`src/rtl/limb_wb_bridge_if.sv`:
```
// limb_wb_bridge_if: LIMB pad signals plus the Wishbone master bus of the bridge.
//   master : the bridge (drives limb_d_out/oe/nwait and the wb_*_o signals)
//   slave  : the environment (EC pad logic and the Wishbone interconnect)
interface limb_wb_bridge_if #(
  parameter int ADDR_W     = 36,
  parameter int DATA_BYTES = 4
);
  localparam int DW = 8 * DATA_BYTES;

  logic [7:0]            limb_d_in;
  logic [7:0]            limb_d_out;
  logic                  limb_d_oe;
  logic                  limb_clk;
  logic                  limb_nrd;
  logic                  limb_start;
  logic                  limb_nwait;
  logic [ADDR_W-1:0]     wb_adr_o;
  logic                  wb_we_o;
  logic [DATA_BYTES-1:0] wb_sel_o;
  logic                  wb_stb_o;
  logic                  wb_cyc_o;
  logic [DW-1:0]         wb_dat_o;
  logic [DW-1:0]         wb_dat_i;
  logic                  wb_ack_i;
  logic                  wb_err_o;

  modport master (
    input  limb_d_in, limb_clk, limb_nrd, limb_start, wb_dat_i, wb_ack_i,
    output limb_d_out, limb_d_oe, limb_nwait,
    output wb_adr_o, wb_we_o, wb_sel_o, wb_stb_o, wb_cyc_o, wb_dat_o, wb_err_o
  );

  modport slave (
    output limb_d_in, limb_clk, limb_nrd, limb_start, wb_dat_i, wb_ack_i,
    input  limb_d_out, limb_d_oe, limb_nwait,
    input  wb_adr_o, wb_we_o, wb_sel_o, wb_stb_o, wb_cyc_o, wb_dat_o, wb_err_o
  );
endinterface

```
`src/rtl/limb_wb_bridge.sv`:
```
// limb_wb_bridge: LIMB(EC) byte bus to Wishbone master bridge.
// Oversamples the LIMB strobe in the clk domain, assembles little-endian
// address/data words, runs one Wishbone cycle at a time and stalls the EC
// via limb_nwait until each cycle ends. Address autoincrements (full width)
// after every completed cycle for block transfers.
// Ports:
//   clk, reset : system clock, asynchronous active-high reset
//   bus        : limb_wb_bridge_if.master (LIMB pad signals + Wishbone master)
// Optional feature macro: LIMB_WB_TIMEOUT_EN -- ack watchdog of TIMEOUT_CYCLES;
//   on expiry the cycle is ended, wb_err_o is set and reads return all ones.
module limb_wb_bridge #(
  parameter int ADDR_W         = 36,
  parameter int DATA_BYTES     = 4,
  parameter int SYNC_STAGES    = 2,
  parameter int TIMEOUT_CYCLES = 1023
) (
  input logic               clk,
  input logic               reset,
  limb_wb_bridge_if.master  bus
);
  localparam int AB   = (ADDR_W + 7) / 8;
  localparam int DW   = 8 * DATA_BYTES;
  localparam int BMAX = (AB > DATA_BYTES) ? AB : DATA_BYTES;
  localparam int BCW  = (BMAX > 1) ? $clog2(BMAX) : 1;
  localparam int SW   = 11;   // {limb_clk, limb_start, limb_nrd, limb_d_in}

  if (SYNC_STAGES < 2 || SYNC_STAGES > 4) begin : g_bad_sync
    $error("limb_wb_bridge: SYNC_STAGES must be 2..4");
  end
  if (TIMEOUT_CYCLES < 1) begin : g_bad_tmo
    $error("limb_wb_bridge: TIMEOUT_CYCLES must be >= 1");
  end

  typedef enum logic [2:0] {S_IDLE, S_ADDR, S_WDATA, S_WBW, S_WBR, S_RDATA} state_t;

  state_t            state;
  logic [BCW-1:0]    bcnt;
  logic [ADDR_W-1:0] addr_q;
  logic [DW-1:0]     wdata_q;
  logic [DW-1:0]     rbuf_q;
  logic              cyc_q, we_q, nwait_q, err_q;
  logic              tmo;

  // All LIMB inputs share one chain so data/start/nrd line up with the strobe.
  logic [SYNC_STAGES-1:0][SW-1:0] sync_q;
  logic                           lclk_prev;

  always_ff @(posedge clk or posedge reset) begin
    if (reset) begin
      sync_q    <= '0;
      lclk_prev <= 1'b0;
    end else begin
      sync_q    <= {sync_q[SYNC_STAGES-2:0],
                    {bus.limb_clk, bus.limb_start, bus.limb_nrd, bus.limb_d_in}};
      lclk_prev <= sync_q[SYNC_STAGES-1][10];
    end
  end

  logic [SW-1:0] s;
  logic [7:0]    s_d;
  logic          s_start, s_nrd, evt, start_evt, ev_ok, done, cyc_out;

  assign s         = sync_q[SYNC_STAGES-1];
  assign s_start   = s[9];
  assign s_nrd     = s[8];
  assign s_d       = s[7:0];
  assign evt       = s[10] & ~lclk_prev;
  assign start_evt = evt & s_start;
  // Events arriving while the EC is told to wait are protocol violations.
  assign ev_ok     = evt & ~s_start & nwait_q;
  assign done      = cyc_q & (bus.wb_ack_i | tmo);

  // Byte merge; the address is widened to whole bytes so the top byte's
  // excess bits fall off when truncated back to ADDR_W.
  logic [AB*8-1:0]   addr_pad;
  logic [ADDR_W-1:0] addr_ld;
  logic [DW-1:0]     wdata_ld;

  always_comb begin
    addr_pad = '0;
    addr_pad[ADDR_W-1:0] = addr_q;
    addr_pad[(start_evt ? 0 : int'(bcnt)) * 8 +: 8] = s_d;
    addr_ld  = addr_pad[ADDR_W-1:0];
    wdata_ld = wdata_q;
    wdata_ld[int'(bcnt) * 8 +: 8] = s_d;
  end

`ifdef LIMB_WB_TIMEOUT_EN
  localparam int TCW = $clog2(TIMEOUT_CYCLES + 1);
  logic [TCW-1:0] tcnt;

  always_ff @(posedge clk or posedge reset) begin
    if (reset)                                    tcnt <= '0;
    else if (!cyc_q || start_evt || bus.wb_ack_i) tcnt <= '0;
    else                                          tcnt <= tcnt + 1'b1;
  end

  assign tmo = cyc_q & ~bus.wb_ack_i & (tcnt == TCW'(TIMEOUT_CYCLES - 1));
`else
  assign tmo = 1'b0;
`endif

  always_ff @(posedge clk or posedge reset) begin
    if (reset) begin
      state   <= S_IDLE;
      bcnt    <= '0;
      addr_q  <= '0;
      wdata_q <= '0;
      rbuf_q  <= '0;
      cyc_q   <= 1'b0;
      we_q    <= 1'b0;
      nwait_q <= 1'b1;
      err_q   <= 1'b0;
    end else if (start_evt) begin
      // Start wins everywhere: kills any cycle in flight and restarts.
      addr_q  <= addr_ld;
      bcnt    <= BCW'(1);
      state   <= S_ADDR;
      cyc_q   <= 1'b0;
      we_q    <= 1'b0;
      nwait_q <= 1'b1;
      err_q   <= 1'b0;
    end else begin
      if (evt && !nwait_q) err_q <= 1'b1;
      if (tmo)             err_q <= 1'b1;
      case (state)
        S_ADDR: if (ev_ok) begin
          addr_q <= addr_ld;
          if (bcnt == BCW'(AB - 1)) begin
            bcnt <= '0;
            if (s_nrd) begin
              state <= S_WDATA;
            end else begin
              state   <= S_WBR;
              cyc_q   <= 1'b1;
              nwait_q <= 1'b0;
            end
          end else begin
            bcnt <= bcnt + 1'b1;
          end
        end
        S_WDATA: if (ev_ok) begin
          wdata_q <= wdata_ld;
          if (bcnt == BCW'(DATA_BYTES - 1)) begin
            state   <= S_WBW;
            cyc_q   <= 1'b1;
            we_q    <= 1'b1;
            nwait_q <= 1'b0;
          end else begin
            bcnt <= bcnt + 1'b1;
          end
        end
        S_WBW: if (done) begin
          cyc_q   <= 1'b0;
          we_q    <= 1'b0;
          addr_q  <= addr_q + 1'b1;
          nwait_q <= 1'b1;
          bcnt    <= '0;
          state   <= S_WDATA;
        end
        S_WBR: if (done) begin
          rbuf_q  <= tmo ? '1 : bus.wb_dat_i;
          cyc_q   <= 1'b0;
          addr_q  <= addr_q + 1'b1;
          nwait_q <= 1'b1;
          bcnt    <= '0;
          state   <= S_RDATA;
        end
        S_RDATA: if (ev_ok) begin
          if (bcnt == BCW'(DATA_BYTES - 1)) begin
            // Last byte consumed: prefetch the next word.
            bcnt    <= '0;
            state   <= S_WBR;
            cyc_q   <= 1'b1;
            nwait_q <= 1'b0;
          end else begin
            bcnt <= bcnt + 1'b1;
          end
        end
        default: ;
      endcase
    end
  end

  // Gating with start_evt drops the strobe in the same clk the abort is seen.
  assign cyc_out        = cyc_q & ~start_evt;
  assign bus.wb_cyc_o   = cyc_out;
  assign bus.wb_stb_o   = cyc_out;
  assign bus.wb_we_o    = we_q & ~start_evt;
  assign bus.wb_sel_o   = {DATA_BYTES{cyc_out}};
  assign bus.wb_adr_o   = addr_q;
  assign bus.wb_dat_o   = wdata_q;
  assign bus.wb_err_o   = err_q;
  assign bus.limb_nwait = nwait_q;
  assign bus.limb_d_oe  = (state == S_RDATA) || (state == S_WBR);
  assign bus.limb_d_out = (state == S_RDATA) ? rbuf_q[int'(bcnt) * 8 +: 8] : 8'h00;
endmodule

```
`src/flat_wrapper.sv`:
```
// flat-port wrapper written by rule: the top's interface ports become plain ports
module limb_wb_bridge_flat 
#(
  parameter int ADDR_W         = 36,
  parameter int DATA_BYTES     = 4,
  parameter int SYNC_STAGES    = 2,
  parameter int TIMEOUT_CYCLES = 1023
)
  (clk, reset, bus_limb_d_in, bus_limb_clk, bus_limb_nrd, bus_limb_start, bus_wb_dat_i, bus_wb_ack_i, bus_limb_d_out, bus_limb_d_oe, bus_limb_nwait, bus_wb_adr_o, bus_wb_we_o, bus_wb_sel_o, bus_wb_stb_o, bus_wb_cyc_o, bus_wb_dat_o, bus_wb_err_o);
  limb_wb_bridge_if #(.ADDR_W(ADDR_W), .DATA_BYTES(DATA_BYTES)) bus_i ();
  input logic clk;
  input logic reset;
  input wire logic [$bits(bus_i.limb_d_in)-1:0] bus_limb_d_in;
  input wire logic [$bits(bus_i.limb_clk)-1:0] bus_limb_clk;
  input wire logic [$bits(bus_i.limb_nrd)-1:0] bus_limb_nrd;
  input wire logic [$bits(bus_i.limb_start)-1:0] bus_limb_start;
  input wire logic [$bits(bus_i.wb_dat_i)-1:0] bus_wb_dat_i;
  input wire logic [$bits(bus_i.wb_ack_i)-1:0] bus_wb_ack_i;
  output wire logic [$bits(bus_i.limb_d_out)-1:0] bus_limb_d_out;
  output wire logic [$bits(bus_i.limb_d_oe)-1:0] bus_limb_d_oe;
  output wire logic [$bits(bus_i.limb_nwait)-1:0] bus_limb_nwait;
  output wire logic [$bits(bus_i.wb_adr_o)-1:0] bus_wb_adr_o;
  output wire logic [$bits(bus_i.wb_we_o)-1:0] bus_wb_we_o;
  output wire logic [$bits(bus_i.wb_sel_o)-1:0] bus_wb_sel_o;
  output wire logic [$bits(bus_i.wb_stb_o)-1:0] bus_wb_stb_o;
  output wire logic [$bits(bus_i.wb_cyc_o)-1:0] bus_wb_cyc_o;
  output wire logic [$bits(bus_i.wb_dat_o)-1:0] bus_wb_dat_o;
  output wire logic [$bits(bus_i.wb_err_o)-1:0] bus_wb_err_o;
  assign bus_i.limb_d_in = bus_limb_d_in;
  assign bus_i.limb_clk = bus_limb_clk;
  assign bus_i.limb_nrd = bus_limb_nrd;
  assign bus_i.limb_start = bus_limb_start;
  assign bus_i.wb_dat_i = bus_wb_dat_i;
  assign bus_i.wb_ack_i = bus_wb_ack_i;
  assign bus_limb_d_out = bus_i.limb_d_out;
  assign bus_limb_d_oe = bus_i.limb_d_oe;
  assign bus_limb_nwait = bus_i.limb_nwait;
  assign bus_wb_adr_o = bus_i.wb_adr_o;
  assign bus_wb_we_o = bus_i.wb_we_o;
  assign bus_wb_sel_o = bus_i.wb_sel_o;
  assign bus_wb_stb_o = bus_i.wb_stb_o;
  assign bus_wb_cyc_o = bus_i.wb_cyc_o;
  assign bus_wb_dat_o = bus_i.wb_dat_o;
  assign bus_wb_err_o = bus_i.wb_err_o;
  limb_wb_bridge #(.ADDR_W(ADDR_W), .DATA_BYTES(DATA_BYTES), .SYNC_STAGES(SYNC_STAGES), .TIMEOUT_CYCLES(TIMEOUT_CYCLES)) u_core (.clk(clk), .reset(reset), .bus(bus_i));
endmodule
```
`config.mk`:
```
export PLATFORM = sky130hd
export DESIGN_NAME = limb_wb_bridge_flat
export DESIGN_NICKNAME = d
export VERILOG_FILES = /design/src/rtl/limb_wb_bridge_if.sv /design/src/rtl/limb_wb_bridge.sv /design/src/flat_wrapper.sv
export SDC_FILE = /design/constraint.sdc
export NUM_CORES = 1
export LEC_CHECK = 0
export CORE_ASPECT_RATIO = 0.7
export CORE_MARGIN = 1.5
export CORE_UTILIZATION = 32
export DETAILED_ROUTE_END_ITERATION = 8
export PLACE_DENSITY = 0.64
export SLEW_MARGIN = 20
export SYNTH_ARGS = -nofsm -noshare
export SYNTH_HDL_FRONTEND = slang
export SYNTH_SLANG_ARGS = --single-unit
```
`constraint.sdc`:
```
create_clock -name clk -period 5.9 [get_ports clk]
set_clock_uncertainty 0.05 [all_clocks]
set_input_delay 1.18 -clock clk [delete_from_list [all_inputs] [get_ports clk]]
set_output_delay 1.18 -clock clk [all_outputs]
set_load 0.1 [all_outputs]
```
==> results.md <==
Worst setup path:
- Data on the critical path arrives at its endpoint at 3.38 ns.
- The critical path start-end classification is reg -> out.
- The biggest fanout along the worst timing path is 18.
- The kind of end point of the critical path is a primary output.
- At the worst endpoint, the required time is 4.67 ns.
- The startpoint class of the critical path is a flip-flop.

Layout:
- The layout filler cell count is 1976.
- At the end of the flow, the number of nets in the layout was 805.
- In the final layout, the share of cells above drive strength 1 is 17.2%.
- Compared with the post-synthesis result, the final layout area differs by 30.7%.
- The number of antenna repair diodes is 0.
- The core utilization of the finished layout is 42.9%.
- The total non-filler cell area in the finished layout is 8960 µm².

Timing:
- The final count of hold timing violations is 0.
- The peak clock frequency supported by timing is 0.217 GHz.
- The final period demand of the worst path is 4.61 ns.
- In the final timing run, aggregate negative setup slack is 0 ns.
- The post-route fraction of the period consumed by the critical path is 78.2%.
- The total count of max-transition violations in the final report is 0.
- The worst relative slew slack is 27.3%.
- The transition time at the pin with the least slew margin is 1.08 ns.
- The final setup violation count is 0.
- Setup repair after global routing left no endpoint under its margin.

Routing:
- The number of DRC violations after detailed routing is 0.
- After detailed routing, the number of vias per cell comes to 5.49.
- The pre-antenna-repair detailed-routing pass consisted of 6 iterations.
- The detailed-route via count is 5701.
- The detail route stage leaves a number of antenna-violating nets equal to 0.
- After detailed routing, the total wire length is 19900 µm.
- The first routing iteration left 573 violations.
- The average wire per cell in the routed design is 19.2 µm.

Synth:
- The synthesized design devotes to its leading area cell type 48.2% of total area.
- After synthesis, the netlist uses 79 different library cells.
- Sequential elements use 48.6% of the synthesized area.
- Synthesis produced a netlist with a net count of 687.
- The mean cell area of the mapped netlist is 10.9 µm².
- The number of storage elements in the synthesis netlist is 133.
- The count of flip-flops with a built-in enable after synthesis is 0.
- By count the netlist is led by sky130_fd_sc_hd__dfrtp_1, sky130_fd_sc_hd__mux2_2, sky130_fd_sc_hd__nand2_1.
- Of all flip-flops after synthesis, the portion carrying an async set or reset was 100%.
- For this run, the leading register cell type out of synthesis is sky130_fd_sc_hd__dfrtp_1.
- The largest area contributor in the synthesized netlist is sky130_fd_sc_hd__dfrtp_1.
- Yosys instantiated no cell more often than sky130_fd_sc_hd__dfrtp_1.
- In the post-synthesis netlist, the biggest area contributors are sky130_fd_sc_hd__dfrtp_1, sky130_fd_sc_hd__mux2_2, sky130_fd_sc_hd__a21oi_1.
- For this run, the number of Yosys warnings is 0.
- In the synthesized netlist, the number of instances is 631.
- In this run the cell area of the synthesized design comes to 6860 µm².

Global routing:
- The pin count of the biggest net entering global routing is 98.
- The overall global routing resource usage is 18.9%.
- The wire length of the first global-routing pass is 32300 µm.
- The global route total overflow is 0.
- The via count of the first global-routing pass came to 5576.
- The number of antenna violations at the first check in global routing is 0.

Floorplanning:
- The die covers 22300 µm².
- The die is 178 µm wide.
- The core footprint is 20900 µm².
- The height of the die is 125 µm.
- The row count is 44.
- 132 I/O pins were placed.
- The initial cell density of the core is 32.9%.

Placement:
- The detailed-placement wirelength estimate is 13800 µm.
- The routability-driven placement congestion ratio is 0.895.
- The cell area after placement is 8370 µm².
- Buffers placed on the I/O ports in this run total 131.

Power and ir drop:
- The total power of the final layout is 4.99 mW.
- For this design the ratio of total power to cell area is 557 nW/µm².
- For this design the static power due to leakage is 3.73 nW.
- The maximum vdd ir drop is 0.000220 V.

Clocking:
- The clock tree buffer depth is 2.
- Counting the buffers created by CTS gives 17.
- The cts-stage hold buffer count is 0.
- Clock-pin slew was measured on the worst setup and hold paths at 0.06 ns.
- The post-cts resize count is 0.
- The clock insertion delay at the later pin of the skew report is 0.43 ns.
- The CTS tree is done.
- CTS built an H-tree with a depth of 4.
- The clock net in this run drives a total of 133 sinks.
- CTS placed an instance of sky130_fd_sc_hd__clkbuf_16 at the clock tree root.
- The setup fix buffers added after clock tree synthesis is 0.

Hold path:
- The path class of the lowest-slack min-delay path is reg -> reg.

Job:
- The number of max-capacitance violations reported is 0.

Outcome:
- The flow ran to the end, and the final reports show no timing, DRC or antenna violations.
worst max-delay path, stage by stage, from the launching register on:
cell	delay, ns
sky130_fd_sc_hd__dfrtp_1	0.58
sky130_fd_sc_hd__nand2b_1	0.34
sky130_fd_sc_hd__inv_1	0.19
sky130_fd_sc_hd__nand3_1	0.37
sky130_fd_sc_hd__nor2b_1	0.30
sky130_fd_sc_hd__clkdlybuf4s50_1	1.17
per-layer routing:
metal	vias to the layer above	GRT usage, %	routed length, µm
met4	0	4.45	183
met5	-	0	0
met1	2799	27.6	9540
met3	16	9.25	2420
li1	2616	-	-
met2	270	24.4	7800
final cells by class:
cell class                      count  area [µm²]  area share [%]
Inverter                           24        95.1            1.06
Tap cell                          276         345            3.85
Timing Repair Buffer              136        1350            15.1
Multi-Input combinational cell    437        3250            36.3
Clock inverter                     15         163            1.82
Sequential cell                   133        3330            37.2
Clock buffer                       17         425            4.75
power by group:
part           total, mW  switching, mW  internal, mW  leakage [nW]
combinational       2.44           1.72         0.718          1.75
sequential          1.47          0.330          1.15          1.69
clock               1.07          0.473         0.600         0.288
total               4.99           2.52          2.46          3.73
state kept, by name, indices dropped and copies added, names as in the netlist:
signal and flops:
u_core.bus.wb_adr_o 36, u_core.bus.wb_dat_o 32, u_core.rbuf_q 32, u_core.s 11, u_core.sync_q 11, u_core.bcnt 3, u_core.state 3, u_core.bus.limb_nwait 1
u_core.bus.wb_err_o 1, u_core.cyc_q 1, u_core.lclk_prev 1, u_core.we_q 1
logic make-up (layout without fill, tap and decap cells):
kind of cell / count (synthesis) / after routing / share of synthesized area [%]
and+or+nand+nor: 206 / 206 / 17.3
AOI/OAI and AO/OA: 143 / 143 / 14.2
DFF: 133 / 133 / 48.6
muxes: 76 / 76 / 13.7
buffers and inverters: 61 / 192 / 4.18
adders and majority gates: 10 / 10 / 1.82
xor gates and xnor gates: 2 / 2 / 0.256
layout by cell type, fill, tap and decap left out, types with 8 or more instances in the layout:
cell / n
sky130_fd_sc_hd__nand4_1: 11
sky130_fd_sc_hd__mux4_2: 8
sky130_fd_sc_hd__dfrtp_1: 132
sky130_fd_sc_hd__o21ai_0: 24
sky130_fd_sc_hd__o22ai_1: 10
sky130_fd_sc_hd__mux2_2: 62
sky130_fd_sc_hd__nor4_1: 12
sky130_fd_sc_hd__inv_1: 23
sky130_fd_sc_hd__nand3_1: 20
sky130_fd_sc_hd__clkdlybuf4s50_1: 131
sky130_fd_sc_hd__nor2_1: 29
sky130_fd_sc_hd__nor3_1: 11
sky130_fd_sc_hd__nand2_1: 47
sky130_fd_sc_hd__and3_1: 10
sky130_fd_sc_hd__nor2b_1: 9
sky130_fd_sc_hd__a21oi_1: 38
sky130_fd_sc_hd__ha_1: 10
sky130_fd_sc_hd__clkbuf_16: 17
through the flow:
| step | setup WS (ns) | hold WS, ns | std cells |
|---|---|---|---|
| 6_report | 1.29 | 0.298 | 1038 |
| 3_5_place_dp | 1.74 | 0.285 | 1006 |
| 2_1_floorplan | 1.12 | 0.281 | 631 |
| 5_1_grt | 1.06 | 0.304 | 1038 |
| 3_3_place_gp | 1.82 | 0.281 | 1006 |
| 4_1_cts | 1.25 | 0.299 | 1038 |
final timing paths:
kind	to	slack, ns	startpoint	depth (start not counted)
worst max register to register	u_core.bus.wb_adr_o[23]$_DFFE_PP0P_	2.15	u_core.bcnt[0]$_DFFE_PP0P_	8
worst min-delay path	u_core.s[10]$_DFF_PP0_	0.30	u_core.sync_q[10]$_DFF_PP0_	0
worst max-delay path	bus_limb_d_out[4]	1.29	u_core.state[1]$_DFFE_PP0P_	5
min in group asynchronous	u_core.bus.wb_dat_o[19]$_DFFE_PP0P_	1.27	reset	2
max in group asynchronous	u_core.lclk_prev$_DFF_PP0_	3.50	reset	3
worst min register to register	u_core.s[10]$_DFF_PP0_	0.30	u_core.sync_q[10]$_DFF_PP0_	0
(Power assumes the default switching activity.)
